## src/rtl/wisc_isa_pkg.sv

```systemverilog
// Shared WISC-SP20 definitions: opcodes, immediate-format selects and
// decode-stage FSM states.
package wisc_isa_pkg;

    // 5-bit major opcodes (inst[15:11])
    localparam logic [4:0] OP_HALT  = 5'b00000;
    localparam logic [4:0] OP_J     = 5'b00100;
    localparam logic [4:0] OP_JR    = 5'b00101;
    localparam logic [4:0] OP_JAL   = 5'b00110;
    localparam logic [4:0] OP_JALR  = 5'b00111;
    localparam logic [4:0] OP_ADDI  = 5'b01000;
    localparam logic [4:0] OP_SUBI  = 5'b01001;
    localparam logic [4:0] OP_XORI  = 5'b01010;
    localparam logic [4:0] OP_ANDNI = 5'b01011;
    localparam logic [4:0] OP_BEQZ  = 5'b01100;
    localparam logic [4:0] OP_BNEZ  = 5'b01101;
    localparam logic [4:0] OP_BLTZ  = 5'b01110;
    localparam logic [4:0] OP_BGEZ  = 5'b01111;
    localparam logic [4:0] OP_ST    = 5'b10000;
    localparam logic [4:0] OP_LD    = 5'b10001;
    localparam logic [4:0] OP_SLBI  = 5'b10010;
    localparam logic [4:0] OP_STU   = 5'b10011;
    localparam logic [4:0] OP_ROLI  = 5'b10100;
    localparam logic [4:0] OP_SLLI  = 5'b10101;
    localparam logic [4:0] OP_RORI  = 5'b10110;
    localparam logic [4:0] OP_SRLI  = 5'b10111;
    localparam logic [4:0] OP_LBI   = 5'b11000;

    // Immediate field width selects for the extender
    localparam logic [1:0] EXT_SM  = 2'b00;  // inst[4:0]
    localparam logic [1:0] EXT_LG  = 2'b01;  // inst[7:0]
    localparam logic [1:0] EXT_DIS = 2'b10;  // inst[10:0]

    typedef enum logic {
        ST_RUN    = 1'b0,
        ST_HALTED = 1'b1
    } id_state_t;

endpackage

```

## src/rtl/extend.sv

```systemverilog
// Immediate extender: selects a 5/8/11-bit field and sign- or zero-extends
// it to N bits. Pure bit selection, no arithmetic.
module extend
    import wisc_isa_pkg::*;
#(
    parameter int unsigned N = 16
) (
    input  logic [10:0]  field,
    input  logic         sign,
    input  logic [1:0]   ext_op,
    output logic [N-1:0] imm
);

    always_comb begin
        imm = '0;
        case (ext_op)
            EXT_SM:  imm = {{(N-5){sign & field[4]}}, field[4:0]};
            EXT_LG:  imm = {{(N-8){sign & field[7]}}, field[7:0]};
            EXT_DIS: imm = {{(N-11){sign & field[10]}}, field[10:0]};
            default: imm = '0;
        endcase
    end

endmodule

```

## src/rtl/imm_class.sv

```systemverilog
// Opcode classifier: picks immediate width and signedness for the extender
// and flags whether the instruction carries an immediate at all.
module imm_class
    import wisc_isa_pkg::*;
(
    input  logic [4:0] opcode,
    output logic       ext_sign,
    output logic [1:0] ext_op,
    output logic       use_imm
);

    always_comb begin
        ext_sign = 1'b0;
        ext_op   = EXT_SM;
        use_imm  = 1'b1;
        unique case (opcode)
            OP_ADDI, OP_SUBI, OP_ST, OP_LD, OP_STU: begin
                ext_sign = 1'b1;
            end
            OP_XORI, OP_ANDNI, OP_ROLI, OP_SLLI, OP_RORI, OP_SRLI: begin
                ext_sign = 1'b0;
            end
            OP_BEQZ, OP_BNEZ, OP_BLTZ, OP_BGEZ, OP_LBI, OP_JR, OP_JALR: begin
                ext_op   = EXT_LG;
                ext_sign = 1'b1;
            end
            OP_SLBI: begin
                ext_op = EXT_LG;
            end
            OP_J, OP_JAL: begin
                ext_op   = EXT_DIS;
                ext_sign = 1'b1;
            end
            default: begin
                use_imm = 1'b0;
            end
        endcase
    end

endmodule

```

## src/rtl/id_stage_ctrl.sv

```systemverilog
// Decode-stage sequencer: accepts fetched instructions, extends the immediate
// and holds the result at the ID/EX boundary, with flush and HALT handling.
module id_stage_ctrl
    import wisc_isa_pkg::*;
#(
    parameter int unsigned N       = 16,
    parameter logic [4:0]  HALT_OP = OP_HALT
) (
    input  logic         clk,
    input  logic         rst_n,
    input  logic         if_valid,
    input  logic [N-1:0] if_inst,
    input  logic [N-1:0] if_pc,
    output logic         if_ready,
    input  logic         flush,
    input  logic         ex_ready,
    output logic         id_valid,
    output logic [N-1:0] id_inst,
    output logic [N-1:0] id_pc,
    output logic [N-1:0] id_imm,
    output logic         id_use_imm,
    output logic         id_halt,
    output logic         halted
);

    id_state_t    state;
    logic [4:0]   opcode;
    logic         ext_sign;
    logic [1:0]   ext_op;
    logic         use_imm;
    logic [N-1:0] imm;
    logic         accept;
    logic         is_halt;

    assign opcode = if_inst[N-1 -: 5];

    imm_class u_imm_class (
        .opcode   (opcode),
        .ext_sign (ext_sign),
        .ext_op   (ext_op),
        .use_imm  (use_imm)
    );

    extend #(
        .N (N)
    ) u_extend (
        .field  (if_inst[10:0]),
        .sign   (ext_sign),
        .ext_op (ext_op),
        .imm    (imm)
    );

    // Ready only looks at our own occupancy, never at if_valid.
    assign if_ready = (state == ST_RUN) & ~flush & (~id_valid | ex_ready);
    assign accept   = if_valid & if_ready;
    assign is_halt  = (opcode == HALT_OP);

    always_ff @(posedge clk or negedge rst_n) begin
        if (!rst_n) begin
            state      <= ST_RUN;
            halted     <= 1'b0;
            id_valid   <= 1'b0;
            id_inst    <= '0;
            id_pc      <= '0;
            id_imm     <= '0;
            id_use_imm <= 1'b0;
            id_halt    <= 1'b0;
        end else if (flush) begin
            // Redirect kills the held instruction and any wrong-path HALT.
            id_valid <= 1'b0;
            id_halt  <= 1'b0;
            state    <= ST_RUN;
            halted   <= 1'b0;
        end else if (accept) begin
            id_valid   <= 1'b1;
            id_inst    <= if_inst;
            id_pc      <= if_pc;
            id_imm     <= imm;
            id_use_imm <= use_imm;
            id_halt    <= is_halt;
            if (is_halt) begin
                state  <= ST_HALTED;
                halted <= 1'b1;
            end
        end else if (ex_ready && id_valid) begin
            id_valid <= 1'b0;
            id_halt  <= 1'b0;
        end
    end

endmodule

```

## config.mk

```make
export PLATFORM = sky130hd
export DESIGN_NAME = id_stage_ctrl
export DESIGN_NICKNAME = d
export VERILOG_FILES = /design/src/rtl/wisc_isa_pkg.sv /design/src/rtl/extend.sv /design/src/rtl/imm_class.sv /design/src/rtl/id_stage_ctrl.sv
export SDC_FILE = /design/constraint.sdc
export NUM_CORES = 1
export LEC_CHECK = 0
export ABC_AREA = 1
export CAP_MARGIN = 40
export CORE_MARGIN = 2
export CORE_UTILIZATION = 46
export CTS_BUF_LIST = sky130_fd_sc_hd__clkbuf_4 sky130_fd_sc_hd__clkbuf_8
export DETAILED_ROUTE_END_ITERATION = 10
export HOLD_SLACK_MARGIN = 0.15
export PLACE_DENSITY = 0.87
export SLEW_MARGIN = 20
export SYNTH_ARGS = -nofsm -noshare
export SYNTH_HDL_FRONTEND = slang
export SYNTH_SLANG_ARGS = --single-unit
```

## constraint.sdc

```tcl
create_clock -name clk -period 2.55 [get_ports clk]
set_input_delay 0.255 -clock clk [delete_from_list [all_inputs] [get_ports clk]]
set_output_delay 0.255 -clock clk [all_outputs]
set_load 0.01 [all_outputs]
```

==> reports/qor.csv <==
metric,value,unit
status,completed,
Post-synth top cells,"143 x nand2_1, 48 x dfrtp_1, 10 x nor2_1, 6 x nand3_1, 6 x o21ai_0",
Synth warnings,0,
Slew @ Worst Pin,0.534,ns
vias in the first global route,1794,
Die Y,70.8,um
CTS HTree Levels,2,
initial antenna violation count,0,
mux cell area share after synthesis,0,%
RSZ-0062 raised after global routing,false,
M1 GR Usage,26.3,%
Net Sw Frac,26.5,%
routed length per placed instance,12.7,um
worst-skew pair later-pin latency,0.31,ns
clock skew,0.0142,ns
drt total wl,4.97,mm
ANT nets after route,0,
syn_nets,287,
#FFs+latches synth,48,
main flop type after synthesis,dfrtp_1,
top-count cell post-synth,nand2_1,
NetSw,0.570,mW
adder-cell share of the synthesized area,0,%
Total Power,2.15,mW
Hold Path Class,in -> async,
simple-gate share of the synthesized area,33.0,%
clk buf depth,2,
main combinational cell family by area after synthesis,simple AND/OR/NAND/NOR gates,
CP Capture Type,output port,
Final setup violation count,0,
Leakage,1.57,nW
Fill cells,371,
M2 GR Usage,35.2,%
P&R area growth vs syn,51.2,%
Core Rows,24,
Clock power frac,30.8,%
critical path startpoint category,input pin,
clk sink count,48,
clock slew at reported path FFs,0.10,ns
Core Footprint,0.00432,mm^2
GR Util met3,6.41,%
top-area cell type share of the netlist area,58.6,%
global-route wire length before repair,8.34,mm
post-synthesis sequential area ratio,58.6,%
share of cells above drive strength 1,7.40,%
hold violation count in the final report,0,
compound-cell area share of the yosys netlist,3.23,%
synth top area cells,"dfrtp_1 59%, nand2_1 26%, nor2_1 1.8%",
crit path kind,in -> out,
1st-iter DRT viols,145,
Die ar.,0.00501,mm^2
Worst slew margin,64.4,%
CTS Root Cell,clkbuf_8,
Pwr Density,692,mW/mm^2
largest net degree at the start of global routing,51,
Reg power frac,43.5,%
Post-Syn Area,0.00205,mm^2
Comb power frac,25.8,%
Worst VDD drop,414,uV
total number of vias,1906,
Final Cycle Share,71.5,%
total of max-cap violations,0,
Mean Syn Cell Area,8.20,um^2
Int Pwr,1.58,mW
global route hottest layer,met2,
crit path time final,1.82,ns
Post-synth EDFFs,0,
Total GRT Usage,21.2,%
worst path required time,2.30,ns
Slew Limit Fails,0,
gr ovfl total,0,
fmax,0.549,GHz
Initial Utilization,47.4,%
port bufs,89,
number of buffers created by CTS,5,
async set or reset register ratio after synthesis,100,%
final net count,374,
Via density,4.89,
TritonCTS clock tree,yes,
Yosys cell types,22,
# diodes,0,
total negative setup slack,0,ns
Synth area leader,dfrtp_1,
io pins,90,
Post-Syn Instances,250,
Worst Path Max Fanout,3,
Worst Path Arrival,1.57,ns
Post-DP HPWL,3.54,mm
chip width,70.8,um
GP Congestion,0.883,
Synth Area in XOR/XNOR,0,%
DRC Markers,0,
DR pass1 iterations,4,
postcts setup bufs,0,
[layer usage]
layer / routed length (um) / share of wire [%]
met1: 2060 / 41
met5: 0 / 0
met3: 361 / 7.3
met2: 2450 / 49
met4: 103 / 2.1
[state kept, by name, indices dropped and copies added, names as in the netlist]
signal,flops
id_valid,1
id_use_imm,1
id_halt,1
id_pc,16
halted,1
id_inst,16
id_imm,12
[cells in the final DEF, fill, tap and decap left out]
cell             instances
nand4_1                  2
a21oi_2                  1
o21ai_1                  1
a2bb2oi_1                1
nand3_1                  5
o21ai_0                  6
nand2_2                  4
nand2_1                143
buf_4                    3
inv_1                    4
nor3_1                   1
nor2_2                   2
nand3_2                  2
inv_2                    4
nor2_1                  10
buf_2                    1
dlygate4sd3_1            1
clkdlybuf4s50_1         88
dfrtp_1                 48
clkbuf_8                 5
o211ai_1                 1
a31oi_1                  1
bufinv_16                2
nand3b_1                 1
inv_6                    1
[cells by family (layout without fill, tap and decap cells)]
family,Yosys count,in the layout
buffers and inverters,21,109
AND/OR/NAND/NOR,170,170
flip-flops,48,48
AO/OA/AOI/OAI,11,11
[path summary, 6_finish.rpt]
| check | depth (start not counted) | to | slack [ns] | startpoint |
|---|---|---|---|---|
| max | 6 | if_ready | 0.73 | ex_ready |
| min | 2 | id_inst[7] | 0.46 | rst_n |
| max reg2reg | 5 | id_halt | 1.12 | halted |
| min reg2reg | 2 | id_imm[0] | 0.48 | id_imm[0] |
| max in group asynchronous | 3 | id_imm[5] | 1.35 | rst_n |
| min in group clk | 3 | id_pc[7] | 0.47 | if_pc[7] |
[per-stage QoR]
step           hold WS [ns]  utilization [%]  setup slack, ns  cells  cell area [um^2]
2_1_floorplan       -0.0406                -             1.36    250              2050
3_3_place_gp          0.258             68.3            0.770    381              2950
3_5_place_dp          0.270             68.3            0.741    381              2950
4_1_cts               0.469             71.7            0.729    390              3100
5_1_grt               0.479             71.7            0.654    390              3100
6_report              0.462             71.7            0.728    390              3100
[critical path: stages]
cell             delay, ns
clkdlybuf4s50_1       0.48
inv_1                 0.04
nand2_1               0.10
nand2_1               0.06
nor2_1                0.09
clkdlybuf4s50_1       0.53
[layout make-up]
class                      instances  area [um^2]  area share, %
multi-input combinational        181          748           24.1
inverter                           8         30.0          0.969
clock inverter                     3         68.8           2.22
clock buffer                       5         68.8           2.22
timing repair buffer              93          918           29.6
sequential                        48         1200           38.7
tap                               52         65.1           2.10
[power by group through the flow]
stage,Combinational [mW],Sequential [mW],Clock [mW]
global route,0.605,0.950,0.701
global placement,0.545,0.944,0
finish,0.553,0.933,0.660
floorplan,0.161,0.997,0
detailed placement,0.559,0.946,0
CTS,0.562,0.934,0.670
[what timing repair did]
item,in CTS,in global routing
resized for setup,0,0
hold buffers,1,0
endpoints found under the hold margin,23,0
No activity file was read; power rests on OpenSTA's default activity.
